**config.mk**
```make
export PLATFORM = sky130hd
export DESIGN_NAME = cmd_regfile_slave
export DESIGN_NICKNAME = d
export VERILOG_FILES = /design/src/rtl/cmd_regfile_slave.sv
export SDC_FILE = /design/constraint.sdc
export NUM_CORES = 1
export LEC_CHECK = 0
export CORE_ASPECT_RATIO = 1.25
export CORE_MARGIN = 3
export CORE_UTILIZATION = 46
export CTS_BUF_LIST = sky130_fd_sc_hd__clkbuf_4
export DETAILED_ROUTE_END_ITERATION = 8
export PLACE_DENSITY = 0.92
export SYNTH_ARGS = -nofsm -noshare
export SYNTH_HDL_FRONTEND = slang
export SYNTH_SLANG_ARGS = --single-unit
```
**constraint.sdc**
```tcl
create_clock -name i_sysclk -period 3.3 [get_ports i_sysclk]
set_clock_uncertainty 0.1 [all_clocks]
set_input_delay 0.66 -clock i_sysclk [delete_from_list [all_inputs] [get_ports i_sysclk]]
set_output_delay 0.66 -clock i_sysclk [all_outputs]
set_load 0.02 [all_outputs]
```
**src/rtl/cmd_regfile_slave.sv**
```systemverilog
// Command-bus responder: single-beat read/write of control regs, status words and an error counter.
// Write ack at T+1, read ack at T+1+RD_LATENCY; commands arriving while busy are dropped and counted.
`timescale 1ns/1ps
module cmd_regfile_slave #(
    parameter int ADDR_BITS = 31,
    parameter int DATA_BITS = 32,
    parameter int NUM_CTRL = 4,
    parameter int NUM_STAT = 4,
    parameter int RD_LATENCY = 1,
    parameter logic [DATA_BITS-1:0] CTRL_RESET = '0,
    parameter logic [DATA_BITS-1:0] BAD_ADDR_DATA = DATA_BITS'(32'hDEADBEEF)
) (
    input  logic                          i_sysclk,
    input  logic                          i_srst,
    input  logic                          i_cmd_sel,
    input  logic                          i_cmd_rd_wr_n,
    input  logic [ADDR_BITS-1:0]          i_cmd_byte_addr,
    input  logic [DATA_BITS-1:0]          i_cmd_wdata,
    output logic                          o_cmd_ack,
    output logic [DATA_BITS-1:0]          o_cmd_rdata,
    input  logic [NUM_STAT*DATA_BITS-1:0] i_status,
    output logic [NUM_CTRL*DATA_BITS-1:0] o_ctrl,
    output logic [NUM_CTRL-1:0]           o_ctrl_wr
);
    localparam int IDX_W = ADDR_BITS - 2;
    localparam logic [IDX_W-1:0] CTRL_END = IDX_W'(NUM_CTRL);
    localparam logic [IDX_W-1:0] ERR_IDX  = IDX_W'(NUM_CTRL + NUM_STAT);

    localparam logic [1:0] ST_IDLE    = 2'd0;
    localparam logic [1:0] ST_RD_WAIT = 2'd1;
    localparam logic [1:0] ST_ACK     = 2'd2;

    logic [1:0]                          state_q, state_d;
    logic [1:0]                          cnt_q, cnt_d;
    logic [DATA_BITS-1:0]                rdata_q, rdata_d;
    logic [DATA_BITS-1:0]                snap_q, snap_d;
    logic [NUM_CTRL-1:0][DATA_BITS-1:0]  ctrl_q, ctrl_d;
    logic [NUM_CTRL-1:0]                 ctrl_wr_q, ctrl_wr_d;
    logic [15:0]                         err_q, err_d;

    logic [IDX_W-1:0]     idx;
    logic                 aligned, legal, is_ctrl, is_err;
    logic                 err_inc, err_clr;
    logic [DATA_BITS-1:0] rd_val;

    // Address decode and the read value as seen in the select cycle
    always_comb begin
        idx     = i_cmd_byte_addr[ADDR_BITS-1:2];
        aligned = (i_cmd_byte_addr[1:0] == 2'b00);
        legal   = aligned && (idx <= ERR_IDX);
        is_ctrl = aligned && (idx < CTRL_END);
        is_err  = aligned && (idx == ERR_IDX);
        rd_val  = BAD_ADDR_DATA;
        if (is_err) begin
            rd_val = {{(DATA_BITS-16){1'b0}}, err_q};
        end
        for (int i = 0; i < NUM_CTRL; i++) begin
            if (aligned && idx == IDX_W'(i)) rd_val = ctrl_q[i];
        end
        for (int k = 0; k < NUM_STAT; k++) begin
            if (aligned && idx == IDX_W'(NUM_CTRL + k)) rd_val = i_status[k*DATA_BITS +: DATA_BITS];
        end
    end

    always_comb begin
        state_d   = state_q;
        cnt_d     = cnt_q;
        rdata_d   = rdata_q;
        snap_d    = snap_q;
        ctrl_d    = ctrl_q;
        ctrl_wr_d = '0;
        err_inc   = 1'b0;
        err_clr   = 1'b0;
        case (state_q)
            ST_IDLE: begin
                if (i_cmd_sel) begin
                    if (i_cmd_rd_wr_n) begin
                        err_inc = !legal;
                        if (RD_LATENCY == 0) begin
                            rdata_d = rd_val;
                            state_d = ST_ACK;
                        end else begin
                            snap_d  = rd_val;
                            cnt_d   = 2'(RD_LATENCY);
                            state_d = ST_RD_WAIT;
                        end
                    end else begin
                        state_d = ST_ACK;
                        if (is_ctrl) begin
                            for (int i = 0; i < NUM_CTRL; i++) begin
                                if (idx == IDX_W'(i)) begin
                                    ctrl_d[i]    = i_cmd_wdata;
                                    ctrl_wr_d[i] = 1'b1;
                                end
                            end
                        end else if (is_err) begin
                            err_clr = 1'b1;
                        end else begin
                            err_inc = 1'b1;
                        end
                    end
                end
            end
            ST_RD_WAIT: begin
                err_inc = i_cmd_sel;
                if (cnt_q <= 2'd1) begin
                    rdata_d = snap_q;
                    state_d = ST_ACK;
                end else begin
                    cnt_d = cnt_q - 2'd1;
                end
            end
            ST_ACK: begin
                err_inc = i_cmd_sel;
                state_d = ST_IDLE;
            end
            default: state_d = ST_IDLE;
        endcase

        // Clear has priority over a coincident increment; the counter saturates
        err_d = err_q;
        if (err_clr) begin
            err_d = '0;
        end else if (err_inc && err_q != 16'hFFFF) begin
            err_d = err_q + 16'd1;
        end
    end

    always_ff @(posedge i_sysclk) begin
        if (i_srst) begin
            state_q   <= ST_IDLE;
            cnt_q     <= '0;
            rdata_q   <= '0;
            snap_q    <= '0;
            ctrl_q    <= {NUM_CTRL{CTRL_RESET}};
            ctrl_wr_q <= '0;
            err_q     <= '0;
        end else begin
            state_q   <= state_d;
            cnt_q     <= cnt_d;
            rdata_q   <= rdata_d;
            snap_q    <= snap_d;
            ctrl_q    <= ctrl_d;
            ctrl_wr_q <= ctrl_wr_d;
            err_q     <= err_d;
        end
    end

    assign o_cmd_ack   = (state_q == ST_ACK);
    assign o_cmd_rdata = rdata_q;
    assign o_ctrl      = ctrl_q;
    assign o_ctrl_wr   = ctrl_wr_q;

endmodule

```
==> results of run 1 <==
-- cell type report --
cell class / count / share of cell area [%]
multi-input combinational: 977 / 34.7
timing repair buffer: 454 / 29.8
clock inverter: 9 / 0.285
inverter: 13 / 0.327
sequential: 216 / 28.9
tap: 274 / 2.29
antenna: 5 / 0.0838
clock buffer: 70 / 3.52
-- registers in the layout, summed over array words and instances, names as in the netlist --
name and cells:
o_cmd_rdata 32, snap_q 32, cnt_q 2, o_ctrl 128, state_q 2, err_q 16, o_ctrl_wr 4
-- path summary, 6_finish.rpt --
kind	startpoint	end	slack, ns
worst max-delay path	i_cmd_byte_addr[24]	o_ctrl[119]	0.21
worst min-delay path	i_srst	o_cmd_rdata[13]	0.33
worst max register to register	state_q[1]	snap_q[26]	0.84
worst min register to register	snap_q[6]	o_cmd_rdata[6]	0.35
-- routing by layer --
metal / GRT usage (%) / up-vias / part of all wire [%]
met2: 59.1 / 930 / 46
met5: 0 / - / 0.059
met4: 18.3 / 4 / 5.2
met3: 8.63 / 172 / 12
met1: 46.4 / 5674 / 37
li1: - / 5450 / -
-- power by group through the flow --
| stage | clock network (W) | logic [W] | registers, W |
|---|---|---|---|
| after floorplan | 0 | 0.000238 | 0.00274 |
| after global placement | 0 | 0.000626 | 0.00274 |
| after detailed placement | 0 | 0.000630 | 0.00274 |
| after CTS | 0.00202 | 0.000635 | 0.00268 |
| after global routing | 0.00215 | 0.000685 | 0.00269 |
| final | 0.00201 | 0.000648 | 0.00268 |
-- cells by family after synthesis --
family / share of synthesized area [%]
simple gates: 23.4
flops: 43.5
fa+ha+maj: 0.755
buf+inv: 4.55
compound gates: 24.7
xor+xnor: 0.704
mux: 2.43
-- cells in the final DEF (no fill, tap or decap), drive strengths merged, types with 37 or more instances in the layout --
cell           Yosys  routed
clkdlybuf4s50      0     357
dfxtp            216     216
a21oi            218     218
clkbuf            58      70
nand2            362     362
nor2              73      73
o21ai             37      37
buf               35      97
o22ai             38      38
-- worst reg2reg max path, stage by stage (launching register included) --
cell	delay, ns
dfxtp_1	0.33
inv_1	0.10
ha_1	0.28
nand3_1	0.19
buf_4	0.24
nor2_1	0.50
o21ai_0	0.22
nor4_1	0.37
a21o_1	0.12
-- stage by stage --
step / utilization (%) / total power (W) / instances
floorplan: - / 0.00298 / 1299
global route: 71.0 / 0.00552 / 2018
detailed placement: 68.2 / 0.00337 / 1934
global placement: 68.2 / 0.00337 / 1934
finish: 71.0 / 0.00534 / 2018
CTS: 70.9 / 0.00534 / 2013
==> results.json, run 1 <==
{
  "final_area_um2": 14900,
  "fmax_mhz": 323,
  "nFillCells": 1673,
  "insertion_delay_ns": 0.69,
  "dp_slack_ns": -0.416,
  "fin_setup_tns_ns": 0,
  "syn_area_per_cell_um2": 7.66,
  "worstSetupStartpointType": "input pin",
  "p_leak_nw": 5.27,
  "rsz0062_at_grt": "false",
  "hold_buffers": 0,
  "drive_gt1_share_pct": 11.7,
  "cts_buffers": 52,
  "antenna_found_initial": 7,
  "worst_slack_ns": 0.207,
  "gp_congestion": 1.01,
  "io_buffers": 359,
  "grt_usage_pct": 36.9,
  "drv_slew": 0,
  "worst-path-max-fanout": 22,
  "syn_inst": 1299,
  "synth_top_area_cell": "dfxtp_1",
  "tightest_slew_ns": 0.822,
  "synth_enable_flop_cells": 0,
  "hold_class": "input pin to flop",
  "initial_utilization_pct": 47.3,
  "ir_worst_vdd_uv": 267,
  "maxCapViolCount": 0,
  "crit_required_ns": 3.72,
  "ctsRootBufferMaster": "clkbuf_4",
  "synth_top_area_share_pct": 43.5,
  "synthToLayoutAreaGrowth_pct": 50.1,
  "netlist_top_cells_area": "dfxtp_1, nand2_1, a21oi_1",
  "wl_per_cell_um": 22.7,
  "path_common_cell": "buf_4",
  "ys_seq_area_share_pct": 43.5,
  "timing_hold_violations_final": 0,
  "slowest_delay_ns": 0.54,
  "cp.depth": 10,
  "grt_overflow_total": 0,
  "grt_pass1_vias": 11500,
  "hold_path_depth": 2,
  "synthArstFlopShare_pct": 0,
  "post-cts-setup-buffer-count": 0,
  "yosysWarnings": 0,
  "post-synth-top-count-cell": "nand2_1",
  "slew_headroom_pct": 44.8,
  "drt-total-wl_um": 45800,
  "powerDensity_nw_per_um2": 358,
  "synth_common_cells": "nand2_1, a21oi_1, dfxtp_1, nor2_1, clkbuf_1",
  "core_area_um2": 21000,
  "netlist-cell-type-count": 71,
  "arrival_ns": 3.52,
  "fin_hold_ws_ns": 0.329,
  "p_clk_share_pct": 37.7,
  "multi_input_area_um2": 5190,
  "r2r_cells": 8,
  "status": "finished, final reports clean",
  "dieArea_um2": 23400,
  "syn_area_um2": 9950,
  "path_clk_slew_ns": 0.06,
  "ant_nets": 0,
  "critPathCaptureType": "flop",
  "switching_share_pct": 26.0,
  "synth-seq-cells": 216,
  "critPathBufInv": 3,
  "die_y_um": 170,
  "vias": 12200,
  "cts_tree": "done",
  "cpLargestDelayFamily": "simple AND/OR/NAND/NOR gates",
  "synthFlopType": "dfxtp_1",
  "grt_pass1_wl_um": 66500,
  "viasPerCell": 6.06,
  "htreeDepth": 2,
  "num_rows": 59,
  "seqPwrFrac_pct": 50.2,
  "dp_hpwl_um": 34300,
  "final_nets": 1915,
  "cts_resized": 0,
  "register_area_um2": 4320,
  "p_int_w": 0.00395,
  "drtPass1Iterations": 6,
  "drt_iter0_markers": 1573,
  "ioPinCount": 360,
  "period_needed_ns": 3.09,
  "p_switching_w": 0.00139,
  "combPwrFrac_pct": 12.1,
  "setup_violations": 0,
  "cts_buffer_depth": 3,
  "crit_chain": "clkdlybuf4s50_1 -> nor4_1 -> nand4_1 -> buf_4 -> or3_1 -> nor3_4 -> nand3_1 -> buf_4 -> nand2_1 -> a21oi_1",
  "critPathKind": "input pin to flop",
  "slowest_stage": "nor4_1",
  "route.detailed.drc": 0,
  "synth_nets": 1500,
  "fp.dieW_um": 138,
  "postPlaceCellArea_um2": 14400,
  "grt_max_degree": 74,
  "numClockSinks": 216,
  "period_share_pct": 93.7
}
No activity file was read; power rests on OpenSTA's default activity.
==> inputs of run 2 (changes only) <==
CTS_BUF_LIST = sky130_fd_sc_hd__clkbuf_4 sky130_fd_sc_hd__clkbuf_8   (was sky130_fd_sc_hd__clkbuf_4)
==> run 2 against run 1 <==
Against the previous run:
- via count is 1.5% lower
- register-to-register slack worse by 0.04 ns
- total power increased by 6.1%
- first-iteration DRC count rose by 2.5%
- final cell count decreased by 1.2%
- clock power is 16% higher
- non-clock buffer count is the same
- flip-flop and latch count unchanged
- core utilization rose by 0.54 points
- die area unchanged
- critical endpoint is now snap_q[26]
- largest cell class unchanged
==> results.json, run 2 (synthesized netlist as in run 1, its figures left out) <==
{
  "path_clk_slew_ns": 0.08,
  "arrival_ns": 3.44,
  "io_buffers": 359,
  "worstSetupStartpointType": "input pin",
  "period_needed_ns": 3.05,
  "cts_buffer_depth": 3,
  "die_y_um": 170,
  "fp.dieW_um": 138,
  "dieArea_um2": 23400,
  "gp_congestion": 1.01,
  "slew_headroom_pct": 43.5,
  "initial_utilization_pct": 47.3,
  "slowest_stage": "clkdlybuf4s50_1",
  "final_nets": 1898,
  "drt-total-wl_um": 45500,
  "wl_per_cell_um": 22.8,
  "final_area_um2": 15100,
  "crit_required_ns": 3.69,
  "grt_usage_pct": 36.4,
  "drv_slew": 0,
  "combPwrFrac_pct": 11.4,
  "crit_chain": "clkdlybuf4s50_1 -> nor4_2 -> nand4_1 -> buf_4 -> or3_1 -> buf_12 -> nor2_4 -> buf_12 -> a21oi_1 -> nor4_1 -> a21o_1",
  "synthToLayoutAreaGrowth_pct": 51.3,
  "final_cell_mix": "nand2_1, clkdlybuf4s50_1, a21oi_1",
  "critPathCaptureType": "flop",
  "antenna_found_initial": 6,
  "ioPinCount": 360,
  "path_common_cell": "buf_12",
  "final_util_pct": 71.5,
  "r2r_cells": 8,
  "period_share_pct": 92.4,
  "switching_share_pct": 25.0,
  "hold_path_depth": 2,
  "cp.depth": 11,
  "largest_reg_flops": 128,
  "postPlaceCellArea_um2": 14400,
  "ant_nets": 0,
  "drtPass1Iterations": 7,
  "worst-path-max-fanout": 13,
  "route.detailed.drc": 0,
  "numClockSinks": 216,
  "critPathBufInv": 4,
  "powerDensity_nw_per_um2": 377,
  "hold_class": "flop to flop",
  "ctsRootBufferMaster": "clkbuf_8",
  "viasPerCell": 6.05,
  "post-cts-setup-buffer-count": 0,
  "ir_worst_vdd_uv": 302,
  "grt_max_degree": 74,
  "vias": 12100,
  "dp_slack_ns": -0.416,
  "slowest_delay_ns": 0.48,
  "tightest_slew_ns": 0.841,
  "cpLargestDelayFamily": "simple AND/OR/NAND/NOR gates",
  "num_rows": 59,
  "maxCapViolCount": 0,
  "critPathKind": "input pin to flop",
  "htreeDepth": 2,
  "p_int_w": 0.00425,
  "fin_cells": 1993,
  "grt_pass1_wl_um": 65700,
  "grt_pass1_vias": 11300,
  "cts_tree": "done",
  "fmax_mhz": 328,
  "fin_hold_ws_ns": 0.352,
  "insertion_delay_ns": 0.54,
  "dp.cells": 1934,
  "hold_buffers": 0,
  "drt_iter0_markers": 1612,
  "dp_hpwl_um": 34300,
  "cts_buffers": 35,
  "worst_slack_ns": 0.251,
  "seqPwrFrac_pct": 47.4,
  "p_leak_nw": 5.28,
  "status": "finished, final reports clean",
  "rsz0062_at_grt": "false",
  "timing_hold_violations_final": 0,
  "final_common_cell": "nand2_1",
  "grt_overflow_total": 0,
  "core_area_um2": 21000,
  "p_switching_w": 0.00142,
  "p_clk_share_pct": 41.2,
  "drive_gt1_share_pct": 10.9,
  "setup_violations": 0
}
==> run 2: power groups by stage <==
stage          logic (W)  clock network [W]  registers [W]
5_1_grt         0.000684            0.00244        0.00269
3_3_place_gp    0.000626                  0        0.00274
2_1_floorplan   0.000238                  0        0.00274
6_report        0.000646            0.00234        0.00269
4_1_cts         0.000635            0.00233        0.00268
3_5_place_dp    0.000630                  0        0.00274
==> run 2: layer usage <==
metal  up-vias  wire length (µm)  GRT usage [%]
li1       5383                 -              -
met2       888             21000           58.5
met4         4              2380           18.0
met1      5586             16800           46.1
met3       189              5300           7.98
met5         -                27              0
==> run 2: area by class of cell <==
class | count | area [µm²]
Timing Repair Buffer | 454 | 4450
Clock inverter | 6 | 72.6
Sequential cell | 216 | 4320
Antenna cell | 4 | 10.0
Tap cell | 274 | 343
Inverter | 13 | 48.8
Multi-Input combinational cell | 977 | 5190
Clock buffer | 49 | 606
Fill cell | 1672 | 5990
==> run 2: path summary, 6_finish.rpt <==
path / startpoint / to / slack [ns]
min: snap_q[6] / o_cmd_rdata[6] / 0.35
max reg2reg: state_q[1] / snap_q[26] / 0.80
max: i_cmd_byte_addr[24] / snap_q[26] / 0.25
min reg2reg: snap_q[6] / o_cmd_rdata[6] / 0.35
==> run 2: worst min-delay path: cells and delay by family, from the launching register on <==
family             cells  cell delay (ns)
DFF                    1             0.31
AOI/OAI and AO/OA      1             0.05
and+or+nand+nor        1             0.05
==> run 2: through the flow <==
step / TNS [ns] / power, W
floorplan: 0 / 0.00298
global placement: -32.16 / 0.00337
detailed placement: -49.14 / 0.00337
CTS: 0 / 0.00565
global route: 0 / 0.00582
finish: 0 / 0.00567
==> run 2: timing repair <==
action | 4_1_cts | 5_1_grt
setup endpoints to repair | 0 | 10
gates resized for setup | 0 | 1
hold endpoints to repair | 0 | 0
